**src/rtl/mod_instruction_fetch.sv**
```systemverilog
// Instruction-fetch stage: PC, ROM word address, IF/ID register.
// Ports: clk/reset, stall/redirect(_pc) in, imem_* ROM link, if_* IF/ID out, halted.
module mod_instruction_fetch #(
  parameter logic [31:0] RESET_PC     = 32'h0000_0000,
  parameter int          DRAIN_CYCLES = 4
) (
  input  logic        clk,
  input  logic        reset,
  input  logic        stall,
  input  logic        redirect,
  input  logic [31:0] redirect_pc,
  output logic [29:0] imem_address,
  input  logic [31:0] imem_instruction,
  input  logic        imem_end,
  output logic [31:0] if_instruction,
  output logic [31:0] if_pc,
  output logic [31:0] if_pc_plus4,
  output logic        if_valid,
  output logic        halted
);

  typedef enum logic [1:0] {
    FETCH = 2'd0,
    DRAIN = 2'd1,
    HALT  = 2'd2
  } state_t;

  localparam logic [31:0] PC0  = RESET_PC & ~32'h3;
  localparam logic [3:0]  LAST = 4'(DRAIN_CYCLES - 1);

  state_t      state, state_n;
  logic [31:0] pc, pc_n;
  logic [3:0]  drain_cnt, cnt_n;
  logic [31:0] instr_n, ifpc_n, p4_n;
  logic        valid_n, halted_n;
  logic [31:0] pc_plus4;
  logic [31:0] target;

  assign imem_address = pc[31:2];
  assign pc_plus4     = pc + 32'd4;
  assign target       = redirect_pc & ~32'h3;

  always_ff @(posedge clk) begin
    if (reset) begin
      state          <= FETCH;
      pc             <= PC0;
      drain_cnt      <= 4'd0;
      if_instruction <= 32'd0;
      if_pc          <= 32'd0;
      if_pc_plus4    <= 32'd0;
      if_valid       <= 1'b0;
      halted         <= 1'b0;
    end else begin
      state          <= state_n;
      pc             <= pc_n;
      drain_cnt      <= cnt_n;
      if_instruction <= instr_n;
      if_pc          <= ifpc_n;
      if_pc_plus4    <= p4_n;
      if_valid       <= valid_n;
      halted         <= halted_n;
    end
  end

  always_comb begin
    state_n  = state;
    pc_n     = pc;
    cnt_n    = drain_cnt;
    instr_n  = if_instruction;
    ifpc_n   = if_pc;
    p4_n     = if_pc_plus4;
    valid_n  = if_valid;
    halted_n = halted;
    unique case (state)
      FETCH: begin
        if (redirect) begin
          pc_n    = target;
          valid_n = 1'b0;
          instr_n = 32'd0;
        end else if (stall) begin
          // everything holds
        end else if (imem_end) begin
          valid_n = 1'b0;
          instr_n = 32'd0;
          cnt_n   = 4'd0;
          state_n = DRAIN;
        end else begin
          instr_n = imem_instruction;
          ifpc_n  = pc;
          p4_n    = pc_plus4;
          valid_n = 1'b1;
          pc_n    = pc_plus4;
        end
      end
      DRAIN: begin
        valid_n = 1'b0;
        instr_n = 32'd0;
        if (redirect) begin
          // branch resolved from the last instructions in flight
          pc_n    = target;
          cnt_n   = 4'd0;
          state_n = FETCH;
        end else if (!stall) begin
          if (drain_cnt == LAST) begin
            state_n  = HALT;
            halted_n = 1'b1;
          end else begin
            cnt_n = drain_cnt + 4'd1;
          end
        end
      end
      HALT: begin
        valid_n  = 1'b0;
        instr_n  = 32'd0;
        halted_n = 1'b1;
      end
      default: state_n = FETCH;
    endcase
  end

endmodule

```
**config.mk**
```make
export PLATFORM = sky130hd
export DESIGN_NAME = mod_instruction_fetch
export DESIGN_NICKNAME = d
export VERILOG_FILES = /design/src/rtl/mod_instruction_fetch.sv
export SDC_FILE = /design/constraint.sdc
export NUM_CORES = 1
export LEC_CHECK = 0
export ABC_AREA = 0
export ABC_CLOCK_PERIOD_IN_PS = 4600
export CAP_MARGIN = 20
export CORE_MARGIN = 4
export CORE_UTILIZATION = 40
export DETAILED_ROUTE_END_ITERATION = 8
export GPL_TIMING_DRIVEN = 0
export PLACE_DENSITY_LB_ADDON = 0.15
export RECOVER_POWER = 100
export SLEW_MARGIN = 15
export SYNTH_ARGS = -nofsm -noshare
export SYNTH_HDL_FRONTEND = slang
export SYNTH_SLANG_ARGS = --single-unit
```
**constraint.sdc**
```tcl
create_clock -name clk -period 4.6 [get_ports clk]
set_input_delay 0.69 -clock clk [delete_from_list [all_inputs] [get_ports clk]]
set_output_delay 0.69 -clock clk [all_outputs]
set_load 0.02 [all_outputs]
```
==> results of run 1 <==
[cell families (layout without fill, tap and decap cells)]
| kind of cell | Yosys count | count (layout) | synth area share, % |
|---|---|---|---|
| and+or+nand+nor | 296 | 296 | 24.4 |
| AOI/OAI and AO/OA | 220 | 220 | 23.7 |
| DFF | 130 | 130 | 42.4 |
| buffers and inverters | 96 | 317 | 6.38 |
| xor gates and xnor gates | 11 | 11 | 1.57 |
| adders and majority gates | 5 | 5 | 1.02 |
| muxes | 3 | 3 | 0.489 |
| other | 1 | 4 | 0.0611 |
[through the flow]
step	power (mW)	setup WS (ns)	utilization (%)
CTS	3.70	1.46	58.4
detailed placement	2.37	1.03	54.7
finish	3.66	1.06	58.4
global route	3.81	0.880	58.4
global placement	2.37	1.02	54.7
floorplan	1.92	2.33	-
[critical path, stage by stage]
cell and delay [ns]:
sky130_fd_sc_hd__dlygate4sd3_1 0.58, sky130_fd_sc_hd__clkbuf_1 0.23, sky130_fd_sc_hd__nor4b_2 0.92, sky130_fd_sc_hd__clkbuf_1 0.62, sky130_fd_sc_hd__clkbuf_1 0.51, sky130_fd_sc_hd__nand2_1 0.17
sky130_fd_sc_hd__a21oi_1 0.15
[state kept, by name, indices dropped and copies added (netlist names)]
name            cells
drain_cnt           4
halted              1
if_pc_plus4        30
if_pc              30
state               2
if_valid            1
if_instruction     32
pc                 30
[Yosys cell counts, types with 3 or more instances]
master / count / area [sq um]
sky130_fd_sc_hd__a211oi_1: 11 / 82.6
sky130_fd_sc_hd__a21oi_1: 54 / 270
sky130_fd_sc_hd__a22o_1: 3 / 26.3
sky130_fd_sc_hd__a22oi_1: 35 / 263
sky130_fd_sc_hd__a311oi_1: 8 / 70.1
sky130_fd_sc_hd__a31oi_1: 14 / 87.6
sky130_fd_sc_hd__a32o_1: 3 / 30.0
sky130_fd_sc_hd__a32oi_1: 8 / 70.1
sky130_fd_sc_hd__and2_1: 4 / 25.0
sky130_fd_sc_hd__and3_1: 3 / 18.8
sky130_fd_sc_hd__and4_1: 7 / 61.3
sky130_fd_sc_hd__buf_2: 12 / 60.1
sky130_fd_sc_hd__buf_4: 4 / 30.0
sky130_fd_sc_hd__clkbuf_1: 64 / 240
sky130_fd_sc_hd__dfxtp_1: 130 / 2600
sky130_fd_sc_hd__ha_1: 5 / 62.6
sky130_fd_sc_hd__inv_1: 13 / 48.8
sky130_fd_sc_hd__mux2i_1: 3 / 30.0
sky130_fd_sc_hd__nand2_1: 87 / 327
sky130_fd_sc_hd__nand2b_1: 4 / 25.0
sky130_fd_sc_hd__nand3_1: 18 / 90.1
sky130_fd_sc_hd__nand3b_1: 3 / 22.5
sky130_fd_sc_hd__nand4_1: 15 / 93.8
sky130_fd_sc_hd__nand4b_1: 4 / 35.0
sky130_fd_sc_hd__nor2_1: 73 / 274
sky130_fd_sc_hd__nor3_1: 25 / 125
sky130_fd_sc_hd__nor4_1: 13 / 81.3
sky130_fd_sc_hd__o211ai_1: 11 / 82.6
sky130_fd_sc_hd__o21ai_0: 45 / 225
sky130_fd_sc_hd__o31ai_1: 3 / 22.5
sky130_fd_sc_hd__o41ai_1: 5 / 43.8
sky130_fd_sc_hd__or2_2: 3 / 18.8
sky130_fd_sc_hd__or3_1: 9 / 56.3
sky130_fd_sc_hd__or4_1: 9 / 67.6
sky130_fd_sc_hd__xnor2_1: 8 / 70.1
sky130_fd_sc_hd__xor2_1: 3 / 26.3
[how the worst max path moves through the flow]
| stage | to | startpoint | slack [ns] | cells past startpoint |
|---|---|---|---|---|
| after global placement | if_pc[28]$_SDFFE_PP0P_ | redirect | 1.02 | 7 |
| after detailed placement | if_pc[27]$_SDFFE_PP0P_ | redirect | 1.03 | 7 |
| final | if_pc[28]$_SDFFE_PP0P_ | redirect | 1.06 | 7 |
| after floorplan | drain_cnt[0]$_SDFFE_PP0P_ | redirect | 2.33 | 5 |
| after global routing | if_pc[27]$_SDFFE_PP0P_ | redirect | 0.88 | 7 |
| after CTS | if_pc[28]$_SDFFE_PP0P_ | redirect | 1.46 | 7 |
[area by class of cell]
cell class,instances,share of cell area [%]
clock buffer,21,5.21
sequential,130,29.4
tap,188,2.66
timing repair buffer,189,21.4
inverter,13,0.552
buffer,83,3.85
multi-input combinational,539,35.6
clock inverter,11,1.26
[power by group through the flow]
stage	clock [mW]	combinational (mW)	sequential [mW]
5_1_grt	1.39	1.09	1.33
2_1_floorplan	0	0.481	1.44
4_1_cts	1.34	1.04	1.32
6_report	1.33	1.02	1.32
3_3_place_gp	0	1.03	1.34
3_5_place_dp	0	1.03	1.34
[per-layer routing]
layer	vias to the layer above	wire length [microns]	GRT usage (%)
met4	0	738	11.6
li1	3220	-	-
met1	3211	9250	32.3
met2	395	10100	38.8
met5	-	0	0
met3	64	2490	7.60
==> run summary, run 1 <==
The average instance in the mapped netlist occupies approximately 8.1 sq um. Counting tap cells, the placed design contains a total of 1142 instances. Of the total power, the clock network draws 36.3%.

Global routing finished with a remaining overflow of 0. The worst setup path is launched from an input pin. In the layout the commonest cells are 130 x sky130_fd_sc_hd__dfxtp_1, 126 x sky130_fd_sc_hd__dlygate4sd3_1, 87 x sky130_fd_sc_hd__nand2_1. The post-synthesis sequential area ratio is roughly 42%. The category of the most critical setup path is input pin to flop. The count of port buffers added during placement came out at approximately 190.

The maximum clock skew at final layout is ~0.009 ns. The initial utilization of the core area, before any placement, comes to 40.6%. The async set-reset flop share out of synthesis is 0%. Dividing total power by cell area gives a power density of roughly 410 nW/um^2. The CTS tree is yes. The number of sinks driven by the clock tree is 130.

Internal power comes to 2.42 mW. The startpoint identified for the worst register-to-register timing path is state[0]$_SDFFE_PP0P_. The floorplan die height is between 100 and 150 microns.

The upper clock frequency limit came out at 282 MHz. For this run, the detailed router's first-pass iteration total came to 5. With fillers left out, the area of the finished cells amounts to 8840 sq um. The placed instances occupy a cell area of between 8000 and 9000 sq um. Of the cells placed in the final design, the portion with a size suffix greater than 1 is slightly above 6%. Once the clock tree was built, the resizer swapped 0 gates to a different size. The number of nets with antenna violations after detailed routing is 0.

Among all flip-flop cells after synthesis, the most frequent one is sky130_fd_sc_hd__dfxtp_1. The global-route wire length before repair is 35000 microns. The static leakage power came out at between 3 and 4 nW. The growth of design area from synthesis to finish is 44.0%. The worst-skew pair later-pin latency came out at around 0.42 ns. Measured in cells, the most critical reg-to-reg path has a length of 8. The pin count of the biggest net entering global routing came out at 17. VDD sags by at most 216 uV. The tightest hold path in the finished design has a slack of 0.450 ns. The internal reg-to-reg setup slack came out at around 1.3 ns. The number of vias per cell came out at 5.87. Summed over all nets, the switching power comes to 1.24 mW. Setup repair after global routing left no endpoint under its margin.

The die footprint is roughly 17000 sq um. The x dimension of the die came out at between 100 and 150 microns. The sequential cells in the finished layout cover a total of roughly 2600 sq um. After clock tree synthesis, the clock-pin slew on the worst setup and hold paths is 0.06 ns. The switching portion of total power is approximately 34%. The post-synthesis cell type count came out at between 60 and 70. The number of buffers inserted for hold repair after clock tree synthesis is 0. The library cell used most frequently in the layout, excluding fill and tap cells, is sky130_fd_sc_hd__dfxtp_1.

The via count of the first global-routing pass was 6451. The fraction of the cycle the final worst path needs is about three quarters. The first routing iteration left between 800 and 900 violations. The relative max-transition margin is between 30% and 40%. The maximum clock path buffer count is 2. Summing every instance area after synthesis gives approximately 6100 sq um. The number of flops mapped to enable cells by yosys is 0.

The share of power burned in combinational logic is between 20 and 30%. 0 antenna diodes ended up in the layout. In this run the number of H-tree levels came out at 4. The global-route usage over all layers came out at ~25%. The DRC violation count after routing came out at 0. The endpoint required time on the critical path is 4.95 ns. The shortest period the worst path allows came out at ~3.5 ns. Once the clock tree was built, the setup fixing pass inserted 0 buffers. The post-synthesis register bit count came out at 130. The portion of total power attributed to sequential cells is around 36%. For the worst setup path, the data arrival time is between 3 and 4 ns. The number of filler cells placed in the layout came out at approximately 1400. The post-layout net count is about 1000. The number of cells in the finished layout apart from fillers came out at roughly 1200. In this run the most critical hold path is launched from if_pc[6]$_SDFFE_PP0P_. The global placer's final weighted congestion is between 0.9 and 1. After detailed routing, the average wire length per cell comes to 19.2 microns. The worst hold path terminates at if_pc[6]$_SDFFE_PP0P_. After technology mapping, the gate count stands at about 760.

The clock tree root buffer cell is sky130_fd_sc_hd__clkbuf_16. The highest fanout seen on the critical path is 10. The CTS buffer count came out at 17. The flow ran to the end, and the final reports show no timing, DRC or antenna violations.

The number of failing hold endpoints at the final stage is 0. The core region is about 15000 sq um. The number of ports placed on the die boundary is 197. Row generation in the floorplan step produced 45 rows. The routed design has between 20000 and 25000 microns of wire. The slew at the pin closest to its max-slew limit came out at 0.978 ns.

The area of the multi-input gates came out at 3150 sq um. The count of cells along the worst hold path came out at 2. The number of antenna violations at the first check in global routing was 0. The number of endpoints failing setup at the final stage came out at 0. The post-route setup TNS is 0 ns. The count of synthesis-stage warnings from yosys is 0.

The half-perimeter wire length after placement is roughly 16000 microns. The final number of max-transition violations came out at 0. The number of vias after detailed routing is just under 7000. The worst register-to-register path ends at if_pc[28]$_SDFFE_PP0P_. STA classifies the critical path endpoint as a flop. The worst min-delay path category is flop to flop. The max-cap violation count came out at 0.
Note: power is estimated with default switching activity, not from simulation.
==> run 2: changes to the inputs <==
--- a/config.mk
+++ b/config.mk
@@ -6,7 +6,7 @@
 export NUM_CORES = 1
 export LEC_CHECK = 0
 export ABC_AREA = 0
-export ABC_CLOCK_PERIOD_IN_PS = 4600
+export ABC_CLOCK_PERIOD_IN_PS = 3400
 export CAP_MARGIN = 20
 export CORE_MARGIN = 4
 export CORE_UTILIZATION = 40
==> constraint.sdc (replaced) <==
create_clock -name clk -period 3.4 [get_ports clk]
set_input_delay 0.51 -clock clk [delete_from_list [all_inputs] [get_ports clk]]
set_output_delay 0.51 -clock clk [all_outputs]
set_load 0.02 [all_outputs]
==> run summary, run 2 (synthesis gave the netlist of run 1 again) <==
The largest register by flop count is if_instruction (unchanged). The placed standard-cell area is 8280 sq um (unchanged). The destination of the worst register-to-register timing path is if_pc_plus4[27]$_SDFFE_PP0P_ (was if_pc[28]$_SDFFE_PP0P_). The number of filler cells placed in the layout came out at 1426 (was 1428). The uppermost metal layer occupied by signal nets was met4 (unchanged). The most prevalent standard cell on the critical path is sky130_fd_sc_hd__clkbuf_1 (unchanged). The endpoint required time on the critical path came to 3.67 ns (was 4.95 ns). The max-cap violation count is 0 (unchanged).

The via count of the first global-routing pass came to 6451 (unchanged). The maximum clock path buffer count is 2 (unchanged). The count of cells along the worst hold path is 2 (unchanged).

The number of failing hold endpoints at the final stage was 0 (unchanged). The power density over cell area is 560 nW/um^2 (was 414 nW/um^2). The number of cell instances on the worst register-to-register path is 7 (was 8). The number of buffers added for setup after CTS came out at 0 (unchanged). The kind of cell adding the most delay to the critical path is buffers and inverters (unchanged). The detailed-routed wire length on met3 came out at 2450 microns (was 2490 microns). The total congestion overflow was 0 (unchanged). The relative max-transition margin came out at 30.8% (was 33.1%). The startpoint type of the worst setup path is an input pin (unchanged). The buffering stage count on the worst path with inverters included is 4 (unchanged). The post-route setup TNS is 0 ns (unchanged). The clock-pin slew on the worst setup and hold paths came out at 0.06 ns (about the same). The static leakage power was 3.34 nW (was 3.33 nW). The iteration count of the initial detailed-routing pass came out at 7 (was 5). The post-cts gate resize count came out at 0 (unchanged). Result of the run: finished, final reports clean (unchanged).

The count of port buffers added during placement was 189 (unchanged). The average wire per standard cell is 19.2 microns (about the same). The number of antenna violations at the first check in global routing is 0 (unchanged). The core area came out at 15100 sq um (unchanged). The x dimension of the die came to 132 microns (unchanged).

The maximum single-stage delay on the critical path came out at 0.93 ns (was 0.92 ns). The pin count of the biggest net entering global routing came out at 17 (unchanged). The number of antenna cells inserted came out at 0 (unchanged). The number of flip-flops in the largest register came to 32 (unchanged). The switching power of the nets is 1.68 mW (was 1.24 mW). The core occupancy in the finished layout came out at 58.4% (about the same).

The CTS buffer count is 17 (unchanged). The number of nets with antenna violations after detailed routing was 0 (unchanged). The number of DRC markers after the initial detailed-route iteration is 883 (was 882). Unrepaired setup endpoints after global routing: false (unchanged).

The portion of total power attributed to sequential cells is 35.9% (about the same). The critical path's slowest cell is sky130_fd_sc_hd__nor4b_2 (unchanged). The layout cell share with drive strength beyond 1 is 6.39% (was 6.19%). The worst-skew pair later-pin latency came out at 0.43 ns (was 0.42 ns). The slew at the pin closest to its max-slew limit came out at 1.01 ns (was 0.978 ns). The total detailed-routing wirelength is 22500 microns (about the same). The worst min-delay path category is flop to flop (unchanged). The highest fanout seen on the critical path is 10 (unchanged). The critical hold path startpoint is if_pc[20]$_SDFFE_PP0P_ (was if_pc[6]$_SDFFE_PP0P_).

The final number of max-transition violations is 0 (unchanged). The clock tree root buffer cell is sky130_fd_sc_hd__clkbuf_16 (unchanged). The global-route wire length before repair is 35000 microns (unchanged). The data arrival time of the critical path is 3.48 ns (was 3.89 ns). The launch instance of the worst register-to-register path is state[0]$_SDFFE_PP0P_ (unchanged). The half-perimeter wire length after placement is 16200 microns (unchanged).

The proportion of power drawn by the clock network is 36.3% (about the same). The category of the most critical setup path is input pin to flop (unchanged). The endpoint type of the worst setup path is a flop (unchanged). The upper clock frequency limit came out at 311 MHz.

The post-place setup slack is 0.00572 ns (was 1.03 ns). The global-route usage over all layers came out at 25.1% (unchanged). The area of the multi-input gates is 3150 sq um (unchanged). The peak supply drop came out at 292 uV (was 216 uV). The hold path endpoint is if_pc[20]$_SDFFE_PP0P_ (was if_pc[6]$_SDFFE_PP0P_). The internal portion of total power came out at 3.27 mW (was 2.42 mW). The post-layout net count is 1047 (unchanged). The maximum clock skew at final layout came out at 0.0124 ns (was 0.00898 ns).

The growth of design area from synthesis to finish is 44.0% (about the same). The number of placement rows came to 45 (unchanged). The global placer's final weighted congestion was 0.931 (unchanged). The worst path uses a little over nine tenths of the clock period. The internal reg-to-reg setup slack was 0.22 ns (was 1.29 ns).

The number of vias after detailed routing came to 6919 (was 6890). The die footprint came out at 17400 sq um (unchanged). The number of endpoints failing setup at the final stage is 0 (unchanged).

The number of vias per cell is 5.89 (was 5.87). The storage element area is 2600 sq um (unchanged). The area of all placed cells without fillers is 8840 sq um (about the same).

The floorplan die height came out at 132 microns (unchanged). The detailed-routed wire length on met2 came to 10000 microns (was 10100 microns). The met1 wire length is 9240 microns (was 9250 microns). Commonest cells after routing, fill and taps aside: 130 x sky130_fd_sc_hd__dfxtp_1, 126 x sky130_fd_sc_hd__dlygate4sd3_1, 87 x sky130_fd_sc_hd__nand2_1 (unchanged). The DRC violation count after routing came out at 0 (unchanged).

The share of power burned in combinational logic came out at 27.8% (about the same). The final critical-path setup slack came to 0.184 ns (was 1.06 ns). The switching portion of total power is 33.9% (about the same). Cell chain of the critical path: dlygate4sd3_1 > clkbuf_1 > nor4b_2 > clkbuf_1 > clkbuf_1 > a31oi_1 (was dlygate4sd3_1 > clkbuf_1 > nor4b_2 > clkbuf_1 > clkbuf_1 > nand2_1 > a21oi_1). The CTS tree is yes (unchanged). The number of H-tree levels came out at 4 (unchanged).

The most frequent standard cell in the layout excluding fill and tap cells is sky130_fd_sc_hd__dfxtp_1 (unchanged). The effective utilization at floorplan was 40.6% (unchanged). The number of sinks driven by the clock tree is 130 (unchanged). The smallest clock period supported by the final layout is computed as 3.22 ns. The number of buffers inserted for hold repair after clock tree synthesis came out at 0 (unchanged). The number of ports placed on the die boundary came out at 197 (unchanged).
[run 2: cell count changes in the layout (fill, tap and decap cells not counted), sizes merged]
cell | previous run | this run
buf | 14 | 15
clkbuf | 90 | 89
[run 2: area by class of cell]
cell class                      count  share of cell area, %
Multi-Input combinational cell    539                   35.6
Sequential cell                   130                   29.4
Timing Repair Buffer              189                   21.4
Clock buffer                       21                   5.21
Buffer                             83                   3.88
Tap cell                          188                   2.66
Clock inverter                     11                   1.26
Inverter                           13                  0.552
[run 2: routing by layer]
metal	track usage, %	up-vias
met3	7.60	61
met5	0	-
met4	11.6	0
li1	-	3216
met2	38.8	416
met1	32.3	3226
[run 2: worst max path at each step]
stage	depth (start not counted)	slack [ns]	end	start
2_1_floorplan	6	1.21	pc[21]$_SDFFE_PP0P_	pc[5]$_SDFFE_PP0P_
3_3_place_gp	7	0.002	if_pc[28]$_SDFFE_PP0P_	redirect
3_5_place_dp	7	0.006	if_pc[27]$_SDFFE_PP0P_	redirect
4_1_cts	8	0.33	if_pc[28]$_SDFFE_PP0P_	state[0]$_SDFFE_PP0P_
5_1_grt	8	0.03	if_pc[27]$_SDFFE_PP0P_	state[1]$_SDFFE_PP0P_
6_report	6	0.18	if_pc_plus4[27]$_SDFFE_PP0P_	redirect
[run 2: stage by stage]
stage / std cells / total power [mW] / hold WS (ns)
6_report: 1174 / 4.96 / 0.450
2_1_floorplan: 765 / 2.60 / 0.461
5_1_grt: 1174 / 5.15 / 0.469
4_1_cts: 1174 / 5.01 / 0.455
3_3_place_gp: 1142 / 3.21 / 0.442
3_5_place_dp: 1142 / 3.21 / 0.446
[run 2: worst reg2reg max path, stage by stage, from the launching register on]
cell	delay (ns)
sky130_fd_sc_hd__dfxtp_1	0.33
sky130_fd_sc_hd__inv_1	0.08
sky130_fd_sc_hd__ha_1	0.19
sky130_fd_sc_hd__clkbuf_1	0.32
sky130_fd_sc_hd__nor4b_2	0.89
sky130_fd_sc_hd__clkbuf_1	0.59
sky130_fd_sc_hd__clkbuf_1	0.46
sky130_fd_sc_hd__a31oi_1	0.18
[run 2: power by group through the flow]
stage          registers [mW]  logic (mW)  clock network [mW]
2_1_floorplan            1.95       0.651                   0
3_3_place_gp             1.81        1.39                   0
3_5_place_dp             1.81        1.40                   0
4_1_cts                  1.78        1.41                1.82
5_1_grt                  1.80        1.48                1.87
6_report                 1.78        1.38                1.80
==> run 3: changes to the inputs <==
--- a/config.mk
+++ b/config.mk
@@ -8,7 +8,7 @@
 export ABC_AREA = 0
 export ABC_CLOCK_PERIOD_IN_PS = 3400
 export CAP_MARGIN = 20
-export CORE_MARGIN = 4
+export CORE_MARGIN = 2
 export CORE_UTILIZATION = 40
 export DETAILED_ROUTE_END_ITERATION = 8
 export GPL_TIMING_DRIVEN = 0
==> run summary, run 3 (synthesis gave the netlist of run 1 again) <==
The endpoint type of the worst setup path was a flop (unchanged). The maximum clock path buffer count came out at 2 (unchanged). The met1 wire length came out at 9380 microns (was 9240 microns). The number of flip-flops in the largest register came out at 32 (unchanged). The detailed-routed wire length on met3 came out at 2180 microns (was 2450 microns). The highest fanout seen on the critical path came out at 10 (unchanged). The number of DRC markers after the initial detailed-route iteration is 580 (was 883). The number of buffers added for setup after CTS came out at 0 (unchanged). The total power consumption of the routed design is 5.00 mW (was 4.96 mW). The clock-pin slew on the worst setup and hold paths is 0.06 ns (about the same). The number of H-tree levels came out at 4 (unchanged). The buffering stage count on the worst path with inverters included came out at 4 (unchanged).

The upper clock frequency limit is 310 MHz (was 311 MHz). The largest register by flop count was if_instruction (unchanged). The data arrival time of the critical path came out at 3.58 ns (was 3.48 ns). The final number of max-transition violations was 0 (unchanged). The area of all placed cells without fillers came out at 8870 sq um (was 8840 sq um). The maximum clock skew at final layout is 0.00787 ns (was 0.0124 ns).

The number of placement rows was 45 (unchanged). The clock tree root buffer cell is sky130_fd_sc_hd__clkbuf_16 (unchanged). The most prevalent standard cell on the critical path is sky130_fd_sc_hd__clkbuf_1 (unchanged). The number of failing hold endpoints at the final stage came out at 0 (unchanged). The number of antenna cells inserted is 0 (unchanged). The number of buffers inserted for hold repair after clock tree synthesis is 0 (unchanged). The placed standard-cell area came to 8280 sq um (unchanged). The x dimension of the die is 128 microns (was 132 microns). The worst-skew pair later-pin latency was 0.43 ns (about the same).

The pin count of the biggest net entering global routing was 17 (unchanged). The slew at the pin closest to its max-slew limit is 1.13 ns (was 1.01 ns). The total congestion overflow is 0 (unchanged).

The endpoint required time on the critical path was 3.75 ns (was 3.67 ns). The average wire per standard cell came out at 18.7 microns (was 19.2 microns). The internal portion of total power is 3.36 mW (was 3.27 mW). The shortest period the worst path allows came out at 3.23 ns (was 3.22 ns). The floorplan die height came to 128 microns (was 132 microns). The global-route usage over all layers came out at 26.6% (was 25.1%). The startpoint type of the worst setup path is an input pin (unchanged). The layout cell share with drive strength beyond 1 is 6.09% (was 6.39%). The number of cells after detailed placement is 1142 (unchanged). The post-layout net count is 1047 (unchanged).

The category of the most critical setup path is input pin to flop (unchanged). The peak supply drop came out at 422 uV (was 292 uV). The portion of total power attributed to sequential cells is 35.7% (was 35.9%). The critical path's slowest cell is sky130_fd_sc_hd__nor4b_2 (unchanged). The global-route wire length before repair is 34000 microns (was 35000 microns). The total detailed-routing wirelength is 21900 microns (was 22500 microns). Cell chain of the critical path: dlygate4sd3_1 > clkbuf_1 > nor4b_2 > clkbuf_1 > clkbuf_2 > nand2_1 > a21oi_1 (was dlygate4sd3_1 > clkbuf_1 > nor4b_2 > clkbuf_1 > clkbuf_1 > a31oi_1). The number of cells in the finished layout apart from fillers is 1173 (was 1174). The half-perimeter wire length after placement came out at 15700 microns (was 16200 microns).

The number of ports placed on the die boundary came to 197 (unchanged). The number of endpoints failing setup at the final stage is 0 (unchanged). The max-cap violation count came to 0 (unchanged). The count of port buffers added during placement is 189 (unchanged).

The DRC violation count after routing came out at 0 (unchanged). The power density over cell area is 564 nW/um^2 (was 560 nW/um^2). The share of power burned in combinational logic is 27.2% (was 27.8%).

The kind of cell adding the most delay to the critical path is buffers and inverters (unchanged). The fraction of the cycle the final worst path needs came out at 95.0% (was 94.6%). The number of sinks driven by the clock tree came out at 130 (unchanged). Result of the run: finished, final reports clean (unchanged).

The CTS tree is yes (unchanged). The growth of design area from synthesis to finish was 44.3% (was 44.0%). The detailed-routed wire length on met2 came to 9770 microns (was 10000 microns). The number of antenna violations at the first check in global routing is 0 (unchanged). The worst min-delay path category is flop to flop (unchanged).

The effective utilization at floorplan is 40.7% (was 40.6%). The switching power of the nets was 1.64 mW (was 1.68 mW). The global placer's final weighted congestion was 0.944 (was 0.931). The relative max-transition margin was 24.4% (was 30.8%). The post-cts gate resize count is 0 (unchanged).

The iteration count of the initial detailed-routing pass came to 5 (was 7). The static leakage power was 3.35 nW (was 3.34 nW). Commonest cells after routing, fill and taps aside: 130 x sky130_fd_sc_hd__dfxtp_1, 126 x sky130_fd_sc_hd__dlygate4sd3_1, 87 x sky130_fd_sc_hd__nand2_1 (unchanged). The uppermost metal layer occupied by signal nets is met4 (unchanged).

The proportion of power drawn by the clock network is 37.1% (was 36.3%). The number of vias after detailed routing came out at 6753 (was 6919). The most frequent standard cell in the layout excluding fill and tap cells is sky130_fd_sc_hd__dfxtp_1 (unchanged). The maximum single-stage delay on the critical path is 1.02 ns (was 0.93 ns). The core area is 15100 sq um (about the same). The switching portion of total power came out at 32.9% (was 33.9%). The number of nets with antenna violations after detailed routing is 0 (unchanged). The via count of the first global-routing pass came out at 6128 (was 6451). Unrepaired setup endpoints after global routing: false (unchanged). The die footprint is 16400 sq um (was 17400 sq um).

The CTS buffer count is 17 (unchanged). The number of vias per cell came to 5.76 (was 5.89).
==> run 3: worst min-delay path, stage by stage (launching register included) <==
cell	delay (ns)
sky130_fd_sc_hd__dfxtp_1	0.30
sky130_fd_sc_hd__nand2_1	0.05
sky130_fd_sc_hd__a21oi_1	0.05
==> run 3: final timing paths <==
kind | from | end | slack [ns] | cells past startpoint
worst max register to register | state[0]$_SDFFE_PP0P_ | if_pc[28]$_SDFFE_PP0P_ | 0.19 | 8
worst min-delay path | if_pc[18]$_SDFFE_PP0P_ | if_pc[18]$_SDFFE_PP0P_ | 0.45 | 2
worst min register to register | if_pc[18]$_SDFFE_PP0P_ | if_pc[18]$_SDFFE_PP0P_ | 0.45 | 2
worst max-delay path | redirect | if_pc[28]$_SDFFE_PP0P_ | 0.17 | 7
==> run 3: layout make-up <==
type / count / area (sq um)
Buffer: 83 / 343
Clock buffer: 27 / 523
Clock inverter: 4 / 70.1
Fill cell: 1398 / 6220
Inverter: 13 / 48.8
Multi-Input combinational cell: 539 / 3150
Sequential cell: 130 / 2600
Tap cell: 188 / 235
Timing Repair Buffer: 189 / 1890
==> run 3: power by group through the flow <==
stage	sequential [mW]	combinational [mW]	clock (mW)
2_1_floorplan	1.95	0.651	0
3_3_place_gp	1.82	1.37	0
3_5_place_dp	1.82	1.38	0
4_1_cts	1.79	1.39	1.87
5_1_grt	1.80	1.46	1.94
6_report	1.79	1.36	1.85
==> run 3: layer usage <==
metal	GRT usage, %	up-vias
met5	0	-
li1	-	3225
met1	35.4	3114
met4	10.7	0
met2	40.3	367
met3	8.18	47
==> run 3: through the flow <==
step           setup WS, ns  hold WS, ns  util, %  TNS (ns)
4_1_cts               0.288        0.453     58.8         0
2_1_floorplan          1.21        0.461        -         0
3_3_place_gp         0.0168        0.441     54.9         0
3_5_place_dp        -0.0230        0.440     54.9   -0.0405
6_report              0.170        0.450     58.8         0
5_1_grt              0.0320        0.463     58.8         0
